**src/rtl/clic_core_bridge_pkg.sv**
```systemverilog
// Shared CLIC constants and the bridge FSM state type.
package clic_core_bridge_pkg;

    localparam int CLIC_INTCTLBITS = 8;
    localparam int CLIC_PRIV_W     = 2;
    localparam int CLIC_N_SOURCE   = 256;
    localparam int CLIC_SRC_W      = $clog2(CLIC_N_SOURCE);

    typedef enum logic [2:0] {
        ST_IDLE,
        ST_PEND,
        ST_ACK,
        ST_KILL,
        ST_GAP
    } bridge_state_e;

endpackage

```
**src/rtl/clic_core_bridge_sat_cnt.sv**
```systemverilog
// Saturating event counter; a clear in the same cycle as an increment wins.
module clic_sat_cnt #(
    parameter int CNT_W = 16
) (
    input  logic             clk_i,
    input  logic             rst_ni,
    input  logic             inc,
    input  logic             clr,
    output logic [CNT_W-1:0] cnt_o
);
    logic [CNT_W-1:0] r_cnt;

    always_ff @(posedge clk_i or negedge rst_ni) begin
        if (!rst_ni) begin
            r_cnt <= '0;
        end else if (clr) begin
            r_cnt <= '0;
        end else if (inc && (r_cnt != '1)) begin
            r_cnt <= r_cnt + 1'b1;
        end
    end

    assign cnt_o = r_cnt;
endmodule

```
**src/rtl/clic_core_bridge.sv**
```systemverilog
// Holds one CLIC arbitration winner as a registered request to the core until
// the core takes it or the CLIC withdraws it, then idles one cycle.
module clic_core_bridge
    import clic_core_bridge_pkg::*;
#(
    parameter int N_SOURCE = CLIC_N_SOURCE,
    parameter int SRC_W    = $clog2(N_SOURCE),
    parameter int CNT_W    = 16
) (
    input  logic                       clk_i,
    input  logic                       rst_ni,
    input  logic                       irq_valid_i,
    input  logic [SRC_W-1:0]           irq_id_i,
    input  logic [CLIC_INTCTLBITS-1:0] irq_level_i,
    input  logic                       irq_shv_i,
    input  logic [CLIC_PRIV_W-1:0]     irq_priv_i,
    output logic                       irq_ready_o,
    input  logic                       irq_kill_req_i,
    output logic                       irq_kill_ack_o,
    output logic                       core_irq_req_o,
    output logic [SRC_W-1:0]           core_irq_id_o,
    output logic [CLIC_INTCTLBITS-1:0] core_irq_level_o,
    output logic                       core_irq_shv_o,
    output logic [CLIC_PRIV_W-1:0]     core_irq_priv_o,
    input  logic                       core_irq_ack_i,
    input  logic                       cnt_clr_i,
    output logic [CNT_W-1:0]           taken_cnt_o,
    output logic [CNT_W-1:0]           kill_cnt_o
);
    bridge_state_e              r_state;
    bridge_state_e              w_state_next;
    logic                       w_capture;
    logic                       w_take;
    logic                       w_kill;
    logic                       r_req;
    logic                       r_ready;
    logic                       r_kill_ack;
    logic [SRC_W-1:0]           r_id;
    logic [CLIC_INTCTLBITS-1:0] r_level;
    logic                       r_shv;
    logic [CLIC_PRIV_W-1:0]     r_priv;

    // A simultaneous core ack beats a kill: the core has already trapped.
    always_comb begin
        w_state_next = r_state;
        w_capture    = 1'b0;
        w_take       = 1'b0;
        w_kill       = 1'b0;
        case (r_state)
            ST_IDLE: begin
                if (irq_valid_i && !irq_kill_req_i) begin
                    w_capture    = 1'b1;
                    w_state_next = ST_PEND;
                end
            end
            ST_PEND: begin
                if (core_irq_ack_i) begin
                    w_take       = 1'b1;
                    w_state_next = ST_ACK;
                end else if (irq_kill_req_i) begin
                    w_kill       = 1'b1;
                    w_state_next = ST_KILL;
                end
            end
            ST_ACK, ST_KILL: w_state_next = ST_GAP;
            ST_GAP:          w_state_next = ST_IDLE;
            default:         w_state_next = ST_IDLE;
        endcase
    end

    always_ff @(posedge clk_i or negedge rst_ni) begin
        if (!rst_ni) begin
            r_state    <= ST_IDLE;
            r_req      <= 1'b0;
            r_ready    <= 1'b0;
            r_kill_ack <= 1'b0;
            r_id       <= '0;
            r_level    <= '0;
            r_shv      <= 1'b0;
            r_priv     <= '0;
        end else begin
            r_state    <= w_state_next;
            r_req      <= (w_state_next == ST_PEND);
            r_ready    <= w_take;
            r_kill_ack <= w_kill;
            if (w_capture) begin
                r_id    <= irq_id_i;
                r_level <= irq_level_i;
                r_shv   <= irq_shv_i;
                r_priv  <= irq_priv_i;
            end
        end
    end

    // Counters advance on the same edge that raises the matching pulse.
    clic_sat_cnt #(.CNT_W(CNT_W)) u_taken_cnt (
        .clk_i  (clk_i),
        .rst_ni (rst_ni),
        .inc    (w_take),
        .clr    (cnt_clr_i),
        .cnt_o  (taken_cnt_o)
    );

    clic_sat_cnt #(.CNT_W(CNT_W)) u_kill_cnt (
        .clk_i  (clk_i),
        .rst_ni (rst_ni),
        .inc    (w_kill),
        .clr    (cnt_clr_i),
        .cnt_o  (kill_cnt_o)
    );

    assign irq_ready_o      = r_ready;
    assign irq_kill_ack_o   = r_kill_ack;
    assign core_irq_req_o   = r_req;
    assign core_irq_id_o    = r_id;
    assign core_irq_level_o = r_level;
    assign core_irq_shv_o   = r_shv;
    assign core_irq_priv_o  = r_priv;
endmodule

```
**config.mk**
```make
export PLATFORM = sky130hd
export DESIGN_NAME = clic_core_bridge
export DESIGN_NICKNAME = d
export VERILOG_FILES = /design/src/rtl/clic_core_bridge_pkg.sv /design/src/rtl/clic_core_bridge_sat_cnt.sv /design/src/rtl/clic_core_bridge.sv
export SDC_FILE = /design/constraint.sdc
export NUM_CORES = 1
export LEC_CHECK = 0
export BUFFER_PORTS_ARGS = -buffer_cell sky130_fd_sc_hd__buf_4
export CORE_MARGIN = 2
export CORE_UTILIZATION = 50
export CTS_BUF_LIST = sky130_fd_sc_hd__clkbuf_8
export DETAILED_ROUTE_END_ITERATION = 6
export GPL_ROUTABILITY_DRIVEN = 0
export HOLD_SLACK_MARGIN = 0.03
export PLACE_DENSITY = 0.85
export SLEW_MARGIN = 5
export SYNTH_ARGS = -nofsm -noshare
export SYNTH_HDL_FRONTEND = slang
export SYNTH_SLANG_ARGS = --single-unit
```
**constraint.sdc**
```tcl
create_clock -name clk_i -period 2.9 [get_ports clk_i]
set_input_delay 0.29 -clock clk_i [delete_from_list [all_inputs] [get_ports clk_i]]
set_output_delay 0.29 -clock clk_i [all_outputs]
set_load 0.05 [all_outputs]
```
# Word-level counts from Yosys, hierarchy flattened
# Cells that the tools add are included.
[word_totals] rom_bits=0 latchBits=0 input_bits=25 output_inout_bits=54 ram_bits=0 memories=0 register_bits=57
[op_classes] n_mux=15 order_cmp=0 n_bitwise=0 n_div=0 addsub=2 mul=0 reduce_logical=8 n_shift=0 eq_ne=6
[op_table] operator="two-way mux 16 bit" count=4
[op_table] operator="adder 16 x 1 -> 16 bit, second input constant" count=2
[op_table] operator="inequality test 16 bit, second input constant" count=2
[op_table] operator="two-way mux 3 bit" count=3
[op_table] operator="case mux 3 bit (3 select lines)" count=1
[op_table] operator="two-way mux 1 bit" count=7
[op_table] operator="equality test 3 x 1 -> 1 bit, second input constant" count=2
[op_table] operator="equality test 3 x 2 -> 1 bit, second input constant" count=2
[op_table] operator="nonzero test 2 bit" count=2
[op_table] operator="logical AND 1 bit" count=3
[op_table] operator="zero test 3 bit" count=1
[op_table] operator="OR reduction 2 bit" count=1
[op_table] operator="zero test 1 bit" count=1

# Logic depth before layout (Yosys ltp)
[depth] word_depth=6 depth_mapped=7

# By module
# Synthesis repeated with hierarchy kept, for this count alone.
[hier_totals] cells_unflattened=254 hier_area_um2=2892.8
[by_module_without_submodules] mod="clic_sat_cnt" instances=2 area_each_um2=942.2 seq_area_each_um2=400.4 cells_each=98
[by_module_without_submodules] mod="clic_core_bridge" instances=1 area_each_um2=1008.5 seq_area_each_um2=625.6 cells_each=58

# Least setup slack after synthesis
# Ideal clock, no wire load.
[synth_path] kind="register to register" startpoint="register u_taken_cnt.r_cnt[1], in the netlist u_taken_cnt.cnt_o[1]" endpoint="register u_taken_cnt.r_cnt[14], in the netlist u_taken_cnt.cnt_o[14]" path_stages_with_launch=7 period_less_slack_ns=2.384 slack_ns=0.516 n_path_buf=1 arrival_time_ns=2.259 setup_time_ns=0.125 path_cell_list="dfrtp_1 ha_1 nand3_1 or3_1 clkbuf_1 nor4_1 mux2_2"
[synth_via] elab_chain_len=3 word_cells_on_any_way=6
[synth_lines] item="start, declared" line_no="clic_core_bridge_sat_cnt.sv:11" source="logic [CNT_W-1:0] r_cnt;"
[synth_lines] item="start signal, assigned" line_no="clic_core_bridge_sat_cnt.sv:19" source="r_cnt <= r_cnt + 1'b1;"
[synth_lines] item="adder 16 x 1 -> 16 bit / inequality test 16 bit (equally long branches)" line_no="clic_core_bridge_sat_cnt.sv:19, clic_core_bridge_sat_cnt.sv:18"
[synth_lines] item="two-way mux 16 bit / logical AND 1 bit (equally long branches)" line_no="clic_core_bridge_sat_cnt.sv:18" source="end else if (inc && (r_cnt != '1)) begin"
[synth_lines] item="two-way mux 16 bit / nonzero test 2 bit (equally long branches)"
# Parallel ways exist; a longest one is shown, timed or not. The select of a mux whose other input is x is not followed.
# A chain may end at the register's enable or synchronous reset.

# Final worst setup path
[layout_path] startpoint="register u_taken_cnt.r_cnt[0], in the netlist u_taken_cnt.cnt_o[0]" endpoint="register u_taken_cnt.r_cnt[14], in the netlist u_taken_cnt.cnt_o[14]"
# Same word-level chain as after synthesis.

==> results.sh <==
export IMPL_antenna_cells=0
export IMPL_clk_pin_slew_ps=70
export IMPL_rr_startpoint="u_taken_cnt.cnt_o[0]"
export IMPL_first_pass_iters=4
export IMPL_pre_cts_ws_ps=763
export IMPL_worstMarginPinSlew_ps=878
export IMPL_crit_chain="ha_1, nand3_1, or3_1, nor4_1, mux2_2"
export IMPL_grt_pass1_wl_um=11300
export IMPL_drive_gt1_frac=0.369
export IMPL_wl_um=6880
export IMPL_synth_most_common_cell="dfrtp_1"
export IMPL_io_buffers=78
export IMPL_synth_cell_type_count=34
export IMPL_skew_ps=10.4
export IMPL_die_h_um=78.1
export IMPL_grt_ovfl_total=0
export IMPL_yosysTopAreaCellShare=0.519
export IMPL_cpLargestDelayFamily="simple AND/OR/NAND/NOR gates"
export IMPL_grt_pass1_vias=2391
export IMPL_ys_top_cells_by_count="dfrtp_1, a21oi_1, mux2_2"
export IMPL_dp_cells=392
export IMPL_nets=361
export IMPL_floorplan_die_width_um=78.1
export IMPL_syn_inst=251
export IMPL_vias=2457
export IMPL_worstSetupStartpointType="flip-flop"
export IMPL_crit_buf_inv=0
export IMPL_final_cell_count_no_fill=409
export IMPL_tritoncts="built"
export IMPL_startpoint="u_taken_cnt.cnt_o[0]"
export IMPL_layout_setup_ws_ps=715
export IMPL_post_cts_buffers=0
export IMPL_cts_sinks=57
export IMPL_drtAntennaViolNets=0
export IMPL_status="finished clean"
export IMPL_r2r_cells=5
export IMPL_root_buffer="clkbuf_8"
export IMPL_syn_nets=278
export IMPL_wire_per_inst_um=16.8
export IMPL_max_slew_margin=0.415
export IMPL_rr_endpoint="u_taken_cnt.cnt_o[14]"
export IMPL_hold_start="irq_level_i[0]"
export IMPL_worstPathArrival_ps=2400
export IMPL_grt_use_total=0.237
export IMPL_synth_seq_cells=57
export IMPL_cp_end_kind="flip-flop"
export IMPL_path_class="reg -> reg"
export IMPL_die_area_sq_mm=0.00611
export IMPL_synth_top_area_cell="dfrtp_1"
export IMPL_hpwl_um=4640
export IMPL_tns_ps=0
export IMPL_vias_per_cell=6.01
export IMPL_grt_max_degree=58
export IMPL_ctsLongestPathBuffers=2
export IMPL_power_density_mw_per_mm2=793
export IMPL_regToRegSetupSlack_ps=710
export IMPL_finalMaxSlewViolations=0
export IMPL_p_leak_nw=1.61
export IMPL_netlist_top_cells_area="dfrtp_1, mux2_2, o31ai_1, or4_1, a21oi_1"
export IMPL_drc=0
export IMPL_drt_first_iter_violations=290
export IMPL_synth_area_sq_mm=0.00275
export IMPL_rows=26
export IMPL_core_region_area_sq_mm=0.00520
export IMPL_synth_edf_count=0
export IMPL_yosys_warnings=0
export IMPL_clk_latency_ps=340
export IMPL_ys_seq_area_frac=0.519
export IMPL_nFillCells=402
export IMPL_path_depth=5
export IMPL_crit_path_end="u_taken_cnt.cnt_o[14]"
export IMPL_cap_violations=0
export IMPL_start_util=0.528
export IMPL_fmax_ghz=0.458
export IMPL_fin_crit_sh=0.754
export IMPL_cts_buffers=9
export IMPL_max_stage_delay_ps=510
export IMPL_hold_viol=0
export IMPL_synth_avg_cell_area_sq_um=11.0
export IMPL_hold_worst_slack_ps=183
export IMPL_worstPathRequired_ps=3120
export IMPL_synth_ff_type="dfrtp_1"
export IMPL_ios=79
export IMPL_cp_slowest_cell="or3_1"
export IMPL_post_route_min_period_ps=2190
export IMPL_vdd_drop_max_uv=767
export IMPL_critical_path_peak_fanout=7
export IMPL_cts_htree_levels=3
export IMPL_antenna_found_initial=0
export IMPL_area_growth_pct=31.2
export IMPL_setup_viol=0
export IMPL_async_flop_share=1.00
export IMPL_grt_setup_unrepaired="no"
export IMPL_worstHoldPathType="in -> reg"
## logic make-up (layout without fill, tap and decap cells)
logic type | count (synthesis) | count (layout) | synth area share
simple gates | 94 | 94 | 0.220
buf+inv | 19 | 107 | 0.0273
compound gates | 53 | 53 | 0.119
mux | 26 | 26 | 0.105
fa+ha+maj | 2 | 2 | 0.00910
flops | 57 | 57 | 0.519
## report_power, final
| part | leakage (nW) | switching [W] | total [W] | internal [W] |
|---|---|---|---|---|
| clock network | 0.102 | 0.000319 | 0.000707 | 0.000388 |
| logic | 0.756 | 0.000734 | 0.00110 | 0.000367 |
| registers | 0.750 | 0.0000967 | 0.00105 | 0.000957 |
| total | 1.61 | 0.00115 | 0.00286 | 0.00171 |
## timing repair
action | CTS | global route
setup endpoints to repair | 0 | 0
resized for setup | 0 | 0
endpoints found under the hold margin | 21 | 0
hold buffers | 1 | 0
## metal layers
metal  GRT usage  share of wire  wire length, um
met5           0              0                0
met4       0.107          0.022              154
met3      0.0586          0.061              421
met2       0.414           0.52             3570
met1       0.276           0.40             2730
## layout make-up
cell class,instances,area (sq um),share of cell area
Sequential cell,57,1430,0.395
Multi-Input combinational cell,175,1250,0.348
Timing Repair Buffer,82,618,0.171
Clock buffer,9,124,0.0343
Tap cell,70,87.6,0.0243
Clock inverter,7,63.8,0.0177
Inverter,9,33.8,0.00937
## worst min path at each step
stage,to,slack (ps),cells after the start
2_1_floorplan,core_irq_id_o[0],-6,0
3_3_place_gp,core_irq_level_o[1],380,1
3_5_place_dp,core_irq_priv_o[1],390,1
4_1_cts,core_irq_shv_o,170,2
5_1_grt,core_irq_level_o[3],180,2
6_report,core_irq_level_o[0],180,2
## flip-flops by register name (all words and copies together) (netlist names)
signal and flops:
core_irq_level_o 8, u_kill_cnt.cnt_o 16, irq_ready_o 1, irq_kill_ack_o 1, r_state 3, u_taken_cnt.cnt_o 16, core_irq_req_o 1, core_irq_shv_o 1
core_irq_priv_o 2, core_irq_id_o 8
## metrics by stage
stage                     utilization  cell area [sq um]  power (W)
after floorplan                     -               2750    0.00182
after global placement          0.655               3410    0.00214
after detailed placement        0.655               3410    0.00217
after CTS                       0.693               3610    0.00288
after global routing            0.693               3610    0.00298
final                           0.693               3610    0.00286
## layout by cell type, fill, tap and decap left out, types with 2 or more instances in the layout
cell and count:
a21oi_1 23, and2_1 3, and3_1 3, and4_1 3, buf_4 81, clkbuf_8 9
clkinv_2 2, dfrtp_1 57, ha_1 2, inv_1 11, mux2_2 23, mux2i_1 3
nand2_1 12, nand3_1 6, nand4_1 12, nor2_1 12, nor2b_1 5, nor4_1 4
nor4_2 2, o21ai_0 8, o31ai_1 18, or3_1 8, or4_1 16
Note: power is estimated with default switching activity, not from simulation.
